File: src/rtl/tile_arbiter.sv
// Tile-map RAM arbiter: display fetch every 8th scan pixel, round-robin writers elsewhere.
// Optional macro TILE_ARB_BLANK_ONLY_EN restricts writer grants to the BLANK state.
module tile_arbiter (
  input  logic        clk,
  input  logic        rst,
  input  logic        vga_enable,
  input  logic        v_sync,
  input  logic [8:0]  h_pos,
  input  logic [8:0]  v_pos,
  input  logic        req0,
  input  logic        req1,
  input  logic [10:0] addr0,
  input  logic [10:0] addr1,
  input  logic [7:0]  data0,
  input  logic [7:0]  data1,
  output logic        gnt0,
  output logic        gnt1,
  output logic        err_oob,
  output logic [10:0] mem_addr,
  output logic        mem_we,
  output logic [7:0]  mem_wdata,
  input  logic [7:0]  mem_rdata,
  output logic [7:0]  tile_q,
  output logic        tile_valid,
  output logic        frame_tick
);

  localparam logic [10:0] MAX_ADDR = 11'd1139;

  typedef enum logic {BLANK = 1'b0, SCAN = 1'b1} state_t;

  state_t      r_state, w_state_nxt;
  logic        r_rr;
  logic [1:0]  r_vld_pipe;
  logic [7:0]  r_tile_q;
  logic        r_vs;

  logic [10:0] w_row, w_col, w_disp_addr;
  logic        w_fetch, w_wslot, w_pick1;
  logic        w_unused;

  assign w_unused = ^v_pos[2:0];

  // row*38 as row*32 + row*4 + row*2
  assign w_row       = {5'd0, v_pos[8:3]};
  assign w_col       = {5'd0, h_pos[8:3]};
  assign w_disp_addr = (w_row << 5) + (w_row << 2) + (w_row << 1) + w_col;

  assign w_fetch = (r_state == SCAN) && vga_enable && (h_pos[2:0] == 3'd0);
`ifdef TILE_ARB_BLANK_ONLY_EN
  assign w_wslot = (r_state == BLANK) && !w_fetch;
`else
  assign w_wslot = !w_fetch;
`endif

  // rr=1 means requester 1 wins a tie
  assign w_pick1 = req1 && (!req0 || r_rr);

  always_comb begin
    w_state_nxt = vga_enable ? SCAN : BLANK;
    gnt0        = 1'b0;
    gnt1        = 1'b0;
    err_oob     = 1'b0;
    mem_we      = 1'b0;
    mem_addr    = w_disp_addr;
    mem_wdata   = 8'd0;
    if (!rst && w_wslot && (req0 || req1)) begin
      if (w_pick1) begin
        gnt1      = 1'b1;
        mem_addr  = addr1;
        mem_wdata = data1;
      end else begin
        gnt0      = 1'b1;
        mem_addr  = addr0;
        mem_wdata = data0;
      end
      if (mem_addr <= MAX_ADDR) mem_we  = 1'b1;
      else                      err_oob = 1'b1;
    end
  end

  always_ff @(posedge clk) begin
    if (rst) begin
      r_state    <= BLANK;
      r_rr       <= 1'b0;
      r_vld_pipe <= 2'b00;
      r_tile_q   <= 8'd0;
      r_vs       <= 1'b0;
    end else begin
      r_state    <= w_state_nxt;
      if (gnt0 || gnt1) r_rr <= gnt0;
      r_vld_pipe <= {r_vld_pipe[0], w_fetch};
      if (r_vld_pipe[0]) r_tile_q <= mem_rdata;
      r_vs       <= v_sync;
    end
  end

  assign tile_valid = r_vld_pipe[1];
  assign tile_q     = r_tile_q;
  assign frame_tick = v_sync && !r_vs && !rst;

endmodule

File: config.mk
export PLATFORM = sky130hd
export DESIGN_NAME = tile_arbiter
export DESIGN_NICKNAME = d
export VERILOG_FILES = /design/src/rtl/tile_arbiter.sv
export SDC_FILE = /design/constraint.sdc
export NUM_CORES = 1
export LEC_CHECK = 0
export ABC_CLOCK_PERIOD_IN_PS = 8400
export BUFFER_PORTS_ARGS = -buffer_cell sky130_fd_sc_hd__buf_2
export CORE_MARGIN = 5
export CORE_UTILIZATION = 30
export CTS_BUF_LIST = sky130_fd_sc_hd__clkbuf_16
export DETAILED_ROUTE_END_ITERATION = 8
export GPL_TIMING_DRIVEN = 0
export SLEW_MARGIN = 10
export SYNTH_ARGS = -nofsm -noshare
export SYNTH_HDL_FRONTEND = slang
export SYNTH_SLANG_ARGS = --single-unit
File: constraint.sdc
create_clock -name clk -period 8.4 [get_ports clk]
set_clock_uncertainty 0.15 [all_clocks]
set_input_delay 1.68 -clock clk [delete_from_list [all_inputs] [get_ports clk]]
set_output_delay 1.68 -clock clk [all_outputs]
set_load 0.1 [all_outputs]
==> results.cfg <==
[status]
status = finished clean

[logic_synthesis]
ys_async_sr_fraction = 0
syn_area_um2 = 1470
ys_ff_latch = 13
yosysWarnings = 0
synth_ff_type = dfxtp_1
yosysUniqueCellTypes = 36
yosysSeqAreaShare = 0.177
synth_edf_count = 0
synth_cells = 187
postSynthAreaPerCell_um2 = 7.86
syn-num-nets = 279

[global_routing]
grt_pass1_wl_um = 7520
antenna_found_initial = 0
grt_pass1_vias = 1739
grt_max_degree = 11
grt_overflow_total = 0
grt_usage = 0.142

[critical_path]
reg2reg_to = r_rr
endpoint_kind = output pin
path_cells = buf_2 > inv_1 > fa_1 > inv_1 > fa_1 > ha_1 > a21oi_1 > a211oi_1 > or4_1 > o211ai_1 > buf_2
cp_max_fo = 4
start_kind = input pin
slowest_stage = fa_1
critPathMaxStageDelay_ns = 0.50
r2r-start = r_rr
critPathKind = in2out
critical_path.endpoint = mem_addr[10]
reg2reg_slack_ns = 6.73
worst_ep_required_time_ns = 6.57
crit_path_start = v_pos[3]
r2r_cells = 5
arrival_ns = 4.65

[placement]
portBuffers = 98
dpl.hpwl_um = 3850
gp_congestion = 0.818
place_ws_ns = 1.90
dpl_cell_area_um2 = 2040

[drt]
drtPass1Iterations = 4
num_vias = 1663
via_per_inst = 4.67
post_drt_wl_per_cell_um = 12.7
drt_iter0_markers = 86
ant_nets = 0
finalWirelength_um = 4530
drc = 0

[cts]
cts-htree-levels = 1
cts_buffer_depth = 2
clkLatencyLatePin_ns = 0.24
cts_root_buf = clkbuf_16
cts_tree = built
path_clk_slew_ns = 0.04
numCtsBuffers = 3
cts.sinks = 13
post_cts_resized = 0
cts_hold_buf = 0
postCtsSetupRepairBufs = 0

[finish]
final_cell_mix = buf_2 (99), nand2_1 (27), inv_1 (22), mux2i_1 (16), ha_1 (15)
fillCellCount = 504
mostFrequentLayoutCell = buf_2
final_nets = 382
final_area_um2 = 2120
syn_to_final_growth_pct = 44.4
drive_gt1_frac = 0.370
n_antenna_cell = 0

[timing]
tns_ns = 0
finalSetupViolations = 0
hold_viol_final = 0
max_slew_margin = 0.610
rsz0062_at_grt = false
fin_crit_sh = 0.771
tightest_slew_ns = 0.585
slew_violations = 0
max_freq_ghz = 0.154
setup_ws_ns = 1.92
period_minus_slack_ns = 6.48

[floorplan]
dieArea_um2 = 6400
core.rowCount = 25
die_h_um = 80.0
die_w_um = 80.0
num_io_pins = 103
coreArea_um2 = 4750
start_util = 0.309

[pwr]
peakVddDrop_v = 0.000107
p_leak_nw = 1.14
powerDensity_nw_per_um2 = 192

[flow_run]
drv_cap = 0

[hold_path]
min_path_type = reg2reg
how the worst min path moves through the flow:
stage              start  cells past startpoint  slack, ns   endpoint
2_1_floorplan       r_rr                      2       0.32       r_rr
3_3_place_gp   tile_q[2]                      2       0.32  tile_q[2]
3_5_place_dp   tile_q[2]                      2       0.33  tile_q[2]
4_1_cts        tile_q[2]                      2       0.34  tile_q[2]
5_1_grt        tile_q[7]                      2       0.39  tile_q[7]
6_report       tile_q[7]                      2       0.34  tile_q[7]
layout make-up:
type	instances	area (µm²)	area share
Buffer	9	42.5	0.0200
Tap cell	67	83.8	0.0395
Clock inverter	1	3.75	0.00177
Inverter	21	78.8	0.0371
Sequential cell	13	260	0.123
Clock buffer	3	75.1	0.0354
Multi-Input combinational cell	144	1090	0.513
Timing Repair Buffer	98	490	0.231
cells in the mapped netlist, types with 4 or more instances:
library cell	count	area, µm²
ha_1	15	188
nand2_1	27	101
fa_1	7	140
mux2i_1	16	160
nor3_1	4	20.0
dfxtp_1	13	260
a211oi_1	5	37.5
inv_1	21	78.8
nor2b_1	5	31.3
nor2_1	14	52.6
o21ai_0	9	45.0
clkbuf_1	7	26.3
a21oi_1	14	70.1
metrics by stage:
| stage | util | cells | hold slack, ns | power [mW] |
|---|---|---|---|---|
| floorplan | - | 187 | 0.315 | 0.269 |
| global placement | 0.430 | 352 | 0.319 | 0.321 |
| detailed placement | 0.430 | 352 | 0.331 | 0.321 |
| CTS | 0.447 | 356 | 0.344 | 0.410 |
| global route | 0.447 | 356 | 0.392 | 0.431 |
| finish | 0.447 | 356 | 0.344 | 0.407 |
logic make-up after synthesis:
family	share of synthesized area
AOI/OAI and AO/OA	0.190
xor gates and xnor gates	0.0119
adders and majority gates	0.223
buffers and inverters	0.0826
DFF	0.177
muxes	0.109
and+or+nand+nor	0.207
metal layers:
metal  vias up  track usage  share of wire
li1        851            -              -
met1       735        0.172           0.42
met2        75        0.252           0.47
met3         2       0.0406           0.11
met4         0       0.0220         0.0033
met5         -            0              0
critical path: cells and delay by family:
kind                       cells  cell delay, ns
AOI/OAI and AO/OA              3            0.48
and+or+nand+nor                1            0.48
adders and majority gates      3            1.32
buffers and inverters          4            0.69
registers in the layout (all words and copies together), names as in the netlist:
register / cells
tile_q: 8
r_rr: 1
r_state: 1
r_vld_pipe: 2
r_vs: 1
power by group:
part | switching (mW) | internal, mW | total [mW]
Clock | 0.0249 | 0.0627 | 0.0876
Combinational | 0.192 | 0.0633 | 0.256
Sequential | 0.000502 | 0.0630 | 0.0635
(Power assumes the default switching activity.)
